[config.mk]
export PLATFORM = sky130hd
export DESIGN_NAME = dds_sweep_ctrl
export DESIGN_NICKNAME = d
export VERILOG_FILES = /design/src/rtl/dds_sweep_ctrl.sv
export SDC_FILE = /design/constraint.sdc
export NUM_CORES = 1
export LEC_CHECK = 0
export CORE_MARGIN = 3
export CORE_UTILIZATION = 57
export DETAILED_ROUTE_END_ITERATION = 10
export PLACE_DENSITY = 0.92
export SYNTH_ARGS = -nofsm -noshare
export SYNTH_HDL_FRONTEND = slang
export SYNTH_SLANG_ARGS = --single-unit
[constraint.sdc]
create_clock -name clk -period 4.3 [get_ports clk]
set_clock_uncertainty 0.2 [all_clocks]
set_input_delay 1.075 -clock clk [delete_from_list [all_inputs] [get_ports clk]]
set_output_delay 1.075 -clock clk [all_outputs]
set_load 0.02 [all_outputs]
[src/rtl/dds_sweep_ctrl.sv]
// Linear frequency-sweep sequencer that drives the Fword/Pword inputs of the DDS datapath.
// Supports single-shot, continuous and triangle sweeps, with a programmable dwell per step.
module dds_sweep_ctrl #(
  parameter int DWELL_W = 16,
  parameter int FW_W    = 8,
  parameter int PW_W    = 9
) (
  input  logic               clk,
  input  logic               reset,
  input  logic               start,
  input  logic               abort,
  input  logic [FW_W-1:0]    cfg_f_start,
  input  logic [FW_W-1:0]    cfg_f_stop,
  input  logic [FW_W-1:0]    cfg_f_step,
  input  logic [DWELL_W-1:0] cfg_dwell,
  input  logic [PW_W-1:0]    cfg_phase,
  input  logic [1:0]         cfg_mode,
  output logic [FW_W-1:0]    Fword,
  output logic [PW_W-1:0]    Pword,
  output logic               busy,
  output logic               done,
  output logic               wrap
);

  localparam logic [1:0] S_IDLE   = 2'd0;
  localparam logic [1:0] S_HOLD   = 2'd1;
  localparam logic [1:0] S_FINISH = 2'd2;

  logic [1:0]         state_q, state_d;
  logic [FW_W-1:0]    fword_q, fword_d;
  logic [PW_W-1:0]    pword_q, pword_d;
  logic [FW_W-1:0]    f_start_q, f_start_d;
  logic [FW_W-1:0]    f_stop_q, f_stop_d;
  logic [FW_W-1:0]    step_q, step_d;
  logic [DWELL_W-1:0] dwell_q, dwell_d;
  logic [DWELL_W-1:0] cnt_q, cnt_d;
  logic [1:0]         mode_q, mode_d;
  logic               dir_q, dir_d;
  logic               start_dir_q, start_dir_d;
  logic               leg_q, leg_d;
  logic               wrap_q, wrap_d;

  logic [DWELL_W-1:0] dwell_last;
  logic [FW_W-1:0]    leg_end;
  logic               dwell_over;
  logic               at_end;
  logic               can_turn;
  logic [FW_W-1:0]    next_same;
  logic [FW_W-1:0]    next_turn;

  // One step from cur toward end in the given direction, clamped at end.
  // The extra top bit catches carry past full scale and borrow below zero.
  function automatic logic [FW_W-1:0] step_toward(
    input logic [FW_W-1:0] cur,
    input logic [FW_W-1:0] stp,
    input logic            up,
    input logic [FW_W-1:0] endp
  );
    logic [FW_W:0] sum;
    logic [FW_W:0] diff;
    sum  = {1'b0, cur} + {1'b0, stp};
    diff = {1'b0, cur} - {1'b0, stp};
    if (up) begin
      step_toward = (sum > {1'b0, endp}) ? endp : sum[FW_W-1:0];
    end else begin
      step_toward = (diff[FW_W] || (diff[FW_W-1:0] < endp)) ? endp : diff[FW_W-1:0];
    end
  endfunction

  always_comb begin
    dwell_last = (dwell_q == '0) ? '0 : dwell_q - 1'b1;
    dwell_over = (cnt_q == dwell_last);
    leg_end    = leg_q ? f_start_q : f_stop_q;
    at_end     = (fword_q == leg_end) || (step_q == '0);
    can_turn   = mode_q[1] && !leg_q && (f_start_q != f_stop_q) && (step_q != '0);
    next_same  = step_toward(fword_q, step_q, dir_q, leg_end);
    next_turn  = step_toward(fword_q, step_q, !dir_q, f_start_q);
  end

  always_comb begin
    state_d     = state_q;
    fword_d     = fword_q;
    pword_d     = pword_q;
    f_start_d   = f_start_q;
    f_stop_d    = f_stop_q;
    step_d      = step_q;
    dwell_d     = dwell_q;
    cnt_d       = cnt_q;
    mode_d      = mode_q;
    dir_d       = dir_q;
    start_dir_d = start_dir_q;
    leg_d       = leg_q;
    wrap_d      = 1'b0;

    case (state_q)
      S_IDLE: begin
        if (start) begin
          state_d     = S_HOLD;
          f_start_d   = cfg_f_start;
          f_stop_d    = cfg_f_stop;
          step_d      = cfg_f_step;
          dwell_d     = cfg_dwell;
          mode_d      = cfg_mode;
          dir_d       = (cfg_f_start <= cfg_f_stop);
          start_dir_d = (cfg_f_start <= cfg_f_stop);
          leg_d       = 1'b0;
          cnt_d       = '0;
          fword_d     = cfg_f_start;
          pword_d     = cfg_phase;
        end
      end
      S_HOLD: begin
        if (abort) begin
          state_d = S_IDLE;
          cnt_d   = '0;
        end else if (!dwell_over) begin
          cnt_d = cnt_q + 1'b1;
        end else begin
          cnt_d = '0;
          if (!at_end) begin
            fword_d = next_same;
          end else if (can_turn) begin
            leg_d   = 1'b1;
            dir_d   = !dir_q;
            fword_d = next_turn;
          end else if (mode_q[0]) begin
            fword_d = f_start_q;
            dir_d   = start_dir_q;
            leg_d   = 1'b0;
            wrap_d  = 1'b1;
          end else begin
            state_d = S_FINISH;
          end
        end
      end
      S_FINISH: begin
        state_d = S_IDLE;
      end
      default: begin
        state_d = S_IDLE;
      end
    endcase
  end

  always_ff @(posedge clk) begin
    if (reset) begin
      state_q     <= S_IDLE;
      fword_q     <= '0;
      pword_q     <= '0;
      f_start_q   <= '0;
      f_stop_q    <= '0;
      step_q      <= '0;
      dwell_q     <= '0;
      cnt_q       <= '0;
      mode_q      <= '0;
      dir_q       <= 1'b0;
      start_dir_q <= 1'b0;
      leg_q       <= 1'b0;
      wrap_q      <= 1'b0;
    end else begin
      state_q     <= state_d;
      fword_q     <= fword_d;
      pword_q     <= pword_d;
      f_start_q   <= f_start_d;
      f_stop_q    <= f_stop_d;
      step_q      <= step_d;
      dwell_q     <= dwell_d;
      cnt_q       <= cnt_d;
      mode_q      <= mode_d;
      dir_q       <= dir_d;
      start_dir_q <= start_dir_d;
      leg_q       <= leg_d;
      wrap_q      <= wrap_d;
    end
  end

  assign Fword = fword_q;
  assign Pword = pword_q;
  assign busy  = (state_q == S_HOLD);
  assign done  = (state_q == S_FINISH);
  assign wrap  = wrap_q;

endmodule

==> impl_results.md, run 1 <==
* Max stage delay on crit path at 0.55 ns
* Initial Util at 0.598
* Slowest-stage cell, CP: xor2_1
* Post-synth EDFFs at 0
* TritonRoute pass-1 iters at 9
* RSZ-0062 raised after global routing: yes
* Maxcap violations at 0
* Main synth FF type: dfxtp_1
* Final setup fails at 0
* Synthesized area per cell at 7.71 µm²
* Share of layout cells above drive strength 1 at 0.0670
* Final net count at 990
* Commonest non-fill, non-tap cell in the layout: nand2_1
* Register area share after synthesis at 0.257
* Via Count at 6468
* Xor and xnor area share after synthesis at 0.0666
* Yosys warns at 0
* Diode count at 0
* Clk_lat worst skew at 0.35 ns
* FF+latch count, synth at 81
* Die area at 12400 µm²
* Beginning of the worst register-to-register path: Fword[0]
* Syn-to-layout area delta at 17.6%
* Site row count at 37
* I/O Buffers at 74
* Top cell type's share of synthesized area at 0.257
* Yosys cell types at 68
* Synth Area in Adders at 0.117
* Gr ovfl total at 0
* Uppermost layer routed: met4
* Fin. max-slew vios at 0
* Reg area at 1630 µm²
* Fin crit share at 0.954
* Worst Path Arrival at 4.17 ns
* Crit Path Category: register to register
* DRC at 0
* CTS tree: yes
* Hpwl dp at 14000 µm
* Syn Nets at 931
* Synth Area in Compound Gates at 0.240
* Dpl ws at 0.199 ns
* Clk sinks at 81
* Clk buf depth at 2
* Final core occ at 0.703
* Hold Vio Cnt, Final at 0
* Clk slew on worst S/H paths at 0.08 ns
* Iteration-0 DRC Markers at 778
* Final worst slack at 0.199 ns
* Most frequent cells in the layout: nand2_1, dfxtp_1, a21oi_1
* CP startpoint kind: register
* DR WL met2 at 8020 µm
* Post-Synthesis Cells at 818
* Worst-path maximum fanout at 5
* FILL cells at 839
* CP required at 4.36 ns
* Placer Congestion at 1.02
* Footprint of the multi-input gates at 4360 µm²
* Post-route ant nets at 0
* Chip height at 111 µm
* Vias/cell at 6.36
* Synth area leaders: dfxtp_1, ha_1, nand2_1
* Async SR Flop Fraction at 0
* Largest family of logic cells by synthesized area: simple AND/OR/NAND/NOR gates
* Initial antenna violation count at 0
* Minimum clock period at 4.10 ns
* Vias in the first global route at 6000
* Cell area after synthesis at 6310 µm²
* Slew HR at 0.431
* Hold Buf Count CTS at 0
* Die span in x at 111 µm
* Measured slew at the worst slew-check pin at 0.854 ns
* Maximum number of pins on one net before global-route repair at 86
* Final wirelength at 18400 µm
* H-tree depth at 3
* Met1 Routed Length at 7990 µm
* Critical Path, Cell by Cell: inv_1 > ha_1 > inv_1 > fa_1 > xor2_1 > ha_1 > a21oi_1 > o21ai_0 > a41oi_1 > a211o_1 > buf_4 > a2bb2oi_1 > o221ai_1 > o211ai_1 > nor3_1 > a211oi_1
* Setup crit start: Fword[0]
* IO Count at 75
* Worst-case vdd ir drop at 197 µV
* Number of buffers created by CTS at 9
* Total GRT Usage at 0.294
* Hold Path Class: register to register
* Top cell type by total area after synthesis: dfxtp_1
* CTS root buf: clkbuf_8
* CORE AREA at 10600 µm²
* F_max at 244 MHz
* PwrDens at 340 nW/µm²
* Wire per inst at 18.1 µm
* Post-Synth Simple-Gate Area at 0.242
* Post-synthesis mux area share at 0.0190
* Worst min-delay path startpoint: Pword[5]
* Status: finished, final reports clean
* CP Capture Type: register
* Met3 Wirelength at 1890 µm
* Leakage power at 3.02 nW
* Wire length of the first global-routing pass at 30100 µm
==> state kept, by name (all words and copies together) (netlist names), 2 cells and up <==
| signal | flops |
|---|---|
| f_start_q | 8 |
| dwell_q | 16 |
| f_stop_q | 8 |
| Pword | 9 |
| Fword | 8 |
| state_q | 2 |
| mode_q | 2 |
| step_q | 8 |
| cnt_q | 16 |
==> routing by layer <==
layer,GRT usage,vias to the layer above
met1,0.420,2965
met3,0.0568,62
met5,0,-
met4,0.0949,0
li1,-,3084
met2,0.447,357
==> metrics by stage <==
| stage | instance area (µm²) | TNS (ns) | power, mW | instances | hold WS (ns) |
|---|---|---|---|---|---|
| finish | 7420 | 0 | 2.52 | 1017 | 0.265 |
| global route | 7420 | -0.0514 | 2.66 | 1017 | 0.279 |
| CTS | 7380 | 0 | 2.47 | 1017 | 0.265 |
| detailed placement | 7160 | 0 | 1.87 | 1002 | 0.250 |
| global placement | 7160 | 0 | 1.86 | 1002 | 0.241 |
| floorplan | 6310 | 0 | 1.56 | 818 | 0.223 |
==> path summary, 6_finish.rpt <==
check             end  slack, ns  cells after the start
max reg2reg  Fword[5]       0.20                     16
min reg2reg  Pword[5]       0.26                      2
min          Pword[5]       0.26                      2
max          Fword[5]       0.20                     16
==> cell families after synthesis <==
logic type      after synthesis
fa+ha+maj                    58
xor+xnor                     48
flops                        81
compound gates              230
mux                          12
buf+inv                      90
simple gates                299
==> power by group <==
group	internal, mW	switching (mW)
combinational	0.460	0.603
clock	0.327	0.291
sequential	0.788	0.0553
total	1.57	0.950
==> timing repair <==
item                       in CTS  in global routing
buffers inserted                0                  0
setup endpoints to repair       0                  7
hold endpoints to repair        0                  0
resized for setup               0                 14
==> synth_stat cells (6+ instances only) <==
library cell	instances
nor4_1	14
nor4b_1	10
a21o_1	16
o22ai_1	9
or4_1	6
nand3_1	9
nand4_1	12
ha_1	56
o21ai_0	33
dfxtp_1	81
nand2_1	129
o31ai_1	15
and3_1	13
nor2_1	34
a211oi_1	9
a21oi_1	74
clkbuf_1	35
mux2i_1	12
o221ai_1	7
inv_1	43
nor2b_1	11
nand2b_1	9
o211ai_1	10
xnor2_1	34
nor3_1	21
a22oi_1	10
xor2_1	14
==> layout make-up <==
type | instances | share of cell area
sequential | 81 | 0.219
clock inverter | 6 | 0.0121
clock buffer | 9 | 0.0167
tap | 136 | 0.0229
multi-input combinational | 647 | 0.588
inverter | 44 | 0.0223
timing repair buffer | 94 | 0.119
==> worst max-delay path: cells and delay by family, from the launching register on <==
kind | cells | cell delay, ns
AOI/OAI and AO/OA | 8 | 1.56
DFF | 1 | 0.37
and+or+nand+nor | 1 | 0.07
xor gates and xnor gates | 1 | 0.55
buffers and inverters | 3 | 0.27
adders and majority gates | 3 | 0.99
Power figures use the tool's default switching activity.
==> run 2, diff against run 1 <==
--- a/config.mk
+++ b/config.mk
@@ -6,9 +6,10 @@
 export NUM_CORES = 1
 export LEC_CHECK = 0
 export CORE_MARGIN = 3
-export CORE_UTILIZATION = 57
+export CORE_UTILIZATION = 59
+export CTS_BUF_LIST = sky130_fd_sc_hd__clkbuf_8
 export DETAILED_ROUTE_END_ITERATION = 10
-export PLACE_DENSITY = 0.92
+export PLACE_DENSITY = 0.95
 export SYNTH_ARGS = -nofsm -noshare
 export SYNTH_HDL_FRONTEND = slang
 export SYNTH_SLANG_ARGS = --single-unit
==> constraint.sdc (replaced) <==
create_clock -name clk -period 4.3 [get_ports clk]
set_clock_uncertainty 0.2 [all_clocks]
set_input_delay 1.075 -clock clk [delete_from_list [all_inputs] [get_ports clk]]
set_output_delay 1.075 -clock clk [all_outputs]
set_load 0.005 [all_outputs]
==> run 2 against run 1 <==
Net effect:
- sequential power is essentially flat
- first-iteration DRC count grew 6.3%
- worst hold slack lost 0.0016 ns
- utilization grew 1.6 points
- critical path depth grew 2
- non-clock buffer count grew 1
- worst setup slack gained 0.014 ns
- cell count grew 0.20%
- via count grew 0.48%
- die area shrank 3.2%
- combinational power is essentially flat
- global-route usage grew 1.4 points
- highest routed layer unchanged
==> impl_results.md, run 2 (synthesis results as in run 1) <==
* Reg power frac at 0.334
* I/O Buffers at 74
* Post-route ant nets at 0
* Hpwl dp at 13800 µm
* Placer Congestion at 1.01
* Final setup fails at 0
* Crit Path Category: register to register
* Maxcap violations at 0
* Commonest non-fill, non-tap cell in the layout: nand2_1
* CP bufs+invs at 2
* F_max at 245 MHz
* Site row count at 37
* DRC at 0
* Wire per inst at 18.1 µm
* Syn-to-layout area delta at 18.2%
* Measured slew at the worst slew-check pin at 0.811 ns
* Clk_lat worst skew at 0.38 ns
* Worst-path maximum fanout at 8
* Iteration-0 DRC Markers at 827
* Switching power at 0.969 mW
* Pint at 1.54 mW
* Die area at 12000 µm²
* Diode count at 0
* Switch share at 0.386
* Fin crit share at 0.950
* Via Count at 6499
* Clk sinks at 81
* Share of layout cells above drive strength 1 at 0.0736
* Wire length of the first global-routing pass at 29300 µm
* Hold Buf Count CTS at 0
* Hold Path Class: register to register
* Hold Vio Cnt, Final at 0
* Worst Path Arrival at 4.16 ns
* Status: finished, final reports clean
* Setup_tns at 0 ns
* Total GRT Usage at 0.309
* Final core occ at 0.719
* Chip height at 109 µm
* Gate power share at 0.422
* CORE AREA at 10400 µm²
* Critical Path, Cell by Cell: ha_1 > fa_2 > nand2b_1 > a221oi_4 > or4_1 > nand3_1 > buf_4 > ha_1 > a22o_1 > nor4_2 > o21a_1 > o211ai_1 > a21oi_1 > buf_4 > o221ai_1 > o211ai_1 > nor3_1 > a211oi_1
* Most frequent cells in the layout: nand2_1, dfxtp_1, a21oi_1, clkdlybuf4s50_1, ha_1
* PwrDens at 337 nW/µm²
* IO Count at 75
* Slowest-stage cell, CP: or4_1
* Die span in x at 109 µm
* Initial antenna violation count at 0
* Vias in the first global route at 5867
* Vias/cell at 6.38
* Maximum number of pins on one net before global-route repair at 86
* Final net count at 991
* Reg-to-reg slack, setup at 0.21 ns
* Worst-case vdd ir drop at 214 µV
* Initial Util at 0.608
* Clk slew on worst S/H paths at 0.11 ns
* Number of buffers created by CTS at 9
* Gr ovfl total at 0
* CTS tree: yes
* Clk network pwr share at 0.243
* Final wirelength at 18500 µm
* CP required at 4.37 ns
* Clk buf depth at 2
* Minimum clock period at 4.09 ns
* Slew HR at 0.459
* Max stage delay on crit path at 0.40 ns
* H-tree depth at 3
* Leakage power at 3.05 nW
* CP startpoint kind: register
* Final Hold Slack at 0.263 ns
* CTS root buf: clkbuf_8
* CP Capture Type: register
* Fin. max-slew vios at 0
* TritonRoute pass-1 iters at 9
* Family with the most delay on the worst path: compound AO/OA/AOI/OAI gates
-- run 2: path summary, 6_finish.rpt --
path | startpoint | end | depth (start not counted)
max | Fword[0] | Fword[3] | 18
min | Pword[3] | Pword[3] | 2
max reg2reg | Fword[0] | Fword[3] | 18
min reg2reg | Pword[3] | Pword[3] | 2
-- run 2: stage by stage --
step	cells	setup WS [ns]	instance area [µm²]	power, mW
floorplan	818	0.512	6310	1.54
global placement	1001	0.0926	7160	1.84
detailed placement	1001	0.0850	7160	1.85
CTS	1017	0.0840	7370	2.45
global route	1019	-0.0445	7460	2.65
finish	1019	0.213	7460	2.51
-- run 2: layout make-up --
cell class	instances	area (µm²)
clock buffers	10	138
repair buffers	95	893
fillers	803	2910
clock inverters	6	73.8
well taps	136	170
flip-flops and latches	81	1620
multi-input cells	647	4400
inverters	44	165
-- run 2: layer usage --
layer	track usage	share of wire	wire length (µm)	up-vias
li1	-	-	-	3083
met1	0.441	0.43	8030	2972
met2	0.448	0.42	7800	384
met3	0.0699	0.11	1980	60
met4	0.126	0.036	666	0
met5	0	0	0	-
-- run 2: power groups by stage --
stage / sequential (mW) / combinational (mW) / clock, mW
5_1_grt: 0.846 / 1.16 / 0.644
2_1_floorplan: 0.837 / 0.706 / 0
3_3_place_gp: 0.853 / 0.984 / 0
3_5_place_dp: 0.856 / 0.994 / 0
6_report: 0.841 / 1.06 / 0.611
4_1_cts: 0.838 / 1.00 / 0.609
-- run 2: repair_timing --
item / CTS / global route
setup endpoints to repair: 0 / 8
resized for setup: 0 / 18
setup buffers: 0 / 2
-- run 2: tightest hold or removal path: stages (launching register included) --
cell and delay, ns:
dfxtp_1 0.32, nand2_1 0.05, a21oi_1 0.05
==> run 3, diff against run 2 <==
--- a/config.mk
+++ b/config.mk
@@ -5,11 +5,12 @@
 export SDC_FILE = /design/constraint.sdc
 export NUM_CORES = 1
 export LEC_CHECK = 0
+export ABC_AREA = 1
 export CORE_MARGIN = 3
 export CORE_UTILIZATION = 59
 export CTS_BUF_LIST = sky130_fd_sc_hd__clkbuf_8
 export DETAILED_ROUTE_END_ITERATION = 10
-export PLACE_DENSITY = 0.95
+export PLACE_DENSITY = 0.94
 export SYNTH_ARGS = -nofsm -noshare
 export SYNTH_HDL_FRONTEND = slang
 export SYNTH_SLANG_ARGS = --single-unit
==> run 3 against run 2 <==
Net effect:
- utilization is 1.3 points lower
- clock power fell by 8.5%
- critical endpoint is now Fword[1]
- worst setup slack better by 0.28 ns
- highest routed layer unchanged
- sequential power up 7.4%
- non-clock buffer count down 7
- combinational power up 86%
- cell count rose by 25%
- count of clock-buffer cells in the layout down 1
- die area increased by 5.8%
- sequential share of layout area is 0.86 points lower
==> impl_results.md, run 3 <==
* FF+latch count, synth at 81
* Slew HR at 0.497
* PwrDens at 442 nW/µm²
* Measured slew at the worst slew-check pin at 0.752 ns
* Crit Path Category: register to register
* DRC at 0
* Cell area after synthesis at 6700 µm²
* CP bufs+invs at 4
* Design Area, Final at 7760 µm²
* Hold Path End: Pword[7]
* I/O Buffers at 74
* Yosys warns at 0
* Top cell type by total area after synthesis: dfxtp_1
* CTS root buf: clkbuf_8
* Post-Synthesis Cells at 1061
* Worst-path maximum fanout at 8
* Async SR Flop Fraction at 0
* Maxcap violations at 0
* Maximum number of pins on one net before global-route repair at 80
* R2R depth at 25
* Synth area leaders: dfxtp_1, nand2_1, ha_1
* Leakage power at 3.75 nW
* Wire per inst at 15.1 µm
* Fin. max-slew vios at 0
* Family with the most delay on the worst path: simple AND/OR/NAND/NOR gates
* Die area at 12700 µm²
* Setup bufs post-CTS at 0
* Synthesized area per cell at 6.31 µm²
* Die span in x at 113 µm
* Syn Nets at 1174
* Worst Path Arrival at 3.89 ns
* Most frequent cells in the layout: nand2_1, inv_1, nor2_1
* Minimum clock period at 3.81 ns
* Gr ovfl total at 0
* Placer Congestion at 1.04
* Reg-to-reg slack, setup at 0.49 ns
* CTS tree: yes
* Commonest cells in the netlist: nand2_1, inv_1, nor2_1, nand3_1, dfxtp_1
* Top cell type's share of synthesized area at 0.242
* Initial antenna violation count at 0
* Yosys cell types at 38
* Clk slew on worst S/H paths at 0.09 ns
* Setup_tns at 0 ns
* Hpwl dp at 14600 µm
* Wire length of the first global-routing pass at 31100 µm
* Placed Area at 7560 µm²
* Most common cell in the netlist: nand2_1
* CP startpoint kind: register
* Worst-case vdd ir drop at 377 µV
* FILL cells at 916
* Final net count at 1239
* Iteration-0 DRC Markers at 673
* Main synth FF type: dfxtp_1
* IO Count at 75
* Vias in the first global route at 6477
* Status: finished, final reports clean
* Number of buffers created by CTS at 9
* Slowest-stage cell, CP: ha_1
* Final setup fails at 0
* CORE AREA at 11000 µm²
* Final wirelength at 19100 µm
* Register area share after synthesis at 0.242
* Syn-to-layout area delta at 15.8%
* Reg2reg end: Fword[1]
* Diode count at 0
* TritonRoute pass-1 iters at 6
* Beginning of the worst register-to-register path: Fword[3]
* Site row count at 38
* Clk_lat worst skew at 0.38 ns
* Hold Vio Cnt, Final at 0
* RSZ-0062 raised after global routing: no
* Hold Crit Depth at 2
* Commonest non-fill, non-tap cell in the layout: nand2_1
* Cell repeated most along the worst path: nand2_1
* Share of layout cells above drive strength 1 at 0.0539
* Max stage delay on crit path at 0.47 ns
* Chip height at 113 µm
* Hold Path Class: register to register
* Fin crit share at 0.885
* F_max at 263 MHz
* H-tree depth at 3
* CP Capture Type: register
* Clk buf depth at 2
* Clk sinks at 81
* Post-synth EDFFs at 0
* CP required at 4.38 ns
* Total GRT Usage at 0.300
* Via Count at 7158
* Post-route ant nets at 0
* Vias/cell at 5.63
* Worst min-delay path startpoint: Pword[7]
* Initial Util at 0.610
[run 3: cells by family (layout without fill, tap and decap cells)]
kind of cell               Yosys count  after routing  share of synthesized area
and+or+nand+nor                    537            537                      0.358
buffers and inverters              181            251                      0.108
AOI/OAI and AO/OA                  165            165                      0.131
DFF                                 81             81                      0.242
adders and majority gates           58             58                      0.111
xor gates and xnor gates            39             39                     0.0510
[run 3: how the worst max path moves through the flow]
| stage | start | endpoint | slack, ns | cells past startpoint |
|---|---|---|---|---|
| after detailed placement | Fword[0] | Fword[2] | 0.53 | 25 |
| after global placement | Fword[0] | Fword[2] | 0.54 | 25 |
| final | Fword[3] | Fword[1] | 0.49 | 25 |
| after CTS | Fword[3] | Fword[1] | 0.48 | 25 |
| after global routing | Fword[3] | Fword[2] | 0.09 | 25 |
| after floorplan | Fword[0] | Fword[1] | 1.14 | 25 |
[run 3: layer usage]
metal	up-vias	track usage	wire length, µm
met2	376	0.489	8810
met3	48	0.0647	1840
met1	3158	0.396	7930
met5	-	0	0
li1	3576	-	-
met4	0	0.100	556
[run 3: layout make-up]
cell class	count	area, µm²	area share
clock inverter	7	63.8	0.00822
inverter	147	552	0.0711
sequential	81	1620	0.209
tap	140	175	0.0226
clock buffer	9	124	0.0160
timing repair buffer	88	858	0.111
multi-input combinational	799	4360	0.562
[run 3: through the flow]
step	hold slack (ns)	util	power [mW]	worst slack (ns)	cells
detailed placement	0.274	0.689	2.81	0.532	1255
global route	0.326	0.706	3.71	0.0865	1271
floorplan	0.248	-	2.27	1.14	1061
finish	0.284	0.706	3.43	0.492	1271
global placement	0.260	0.689	2.78	0.536	1255
CTS	0.290	0.706	3.37	0.483	1271
[run 3: repair_timing]
action                     4_1_cts  5_1_grt
gates resized for setup          0        1
setup endpoints to repair        0        1
hold buffers                     0        0
[run 3: worst register-to-register path: stages (launching register included)]
cell     delay (ns)
dfxtp_1        0.40
ha_1           0.48
inv_1          0.14
a21oi_1        0.15
nand2_1        0.13
nand2_1        0.11
nand2_1        0.09
xor2_2         0.23
inv_1          0.10
ha_1           0.30
nand2_1        0.07
inv_1          0.05
nand2_1        0.06
nand2_1        0.04
nand2_1        0.05
nand2_1        0.04
nand2_1        0.20
nand3_1        0.11
nand2_1        0.10
nand2_1        0.18
nand2_1        0.11
nand3_1        0.08
nand3_1        0.07
nand2_1        0.09
nand2_1        0.08
inv_1          0.05
[run 3: where the power goes]
part           switching (mW)  total [mW]  internal [mW]  leakage [nW]
registers              0.0837       0.903          0.819         0.668
logic                    1.25        1.97          0.717          2.97
clock network           0.295       0.559          0.264         0.107
total                    1.63        3.43           1.80          3.75
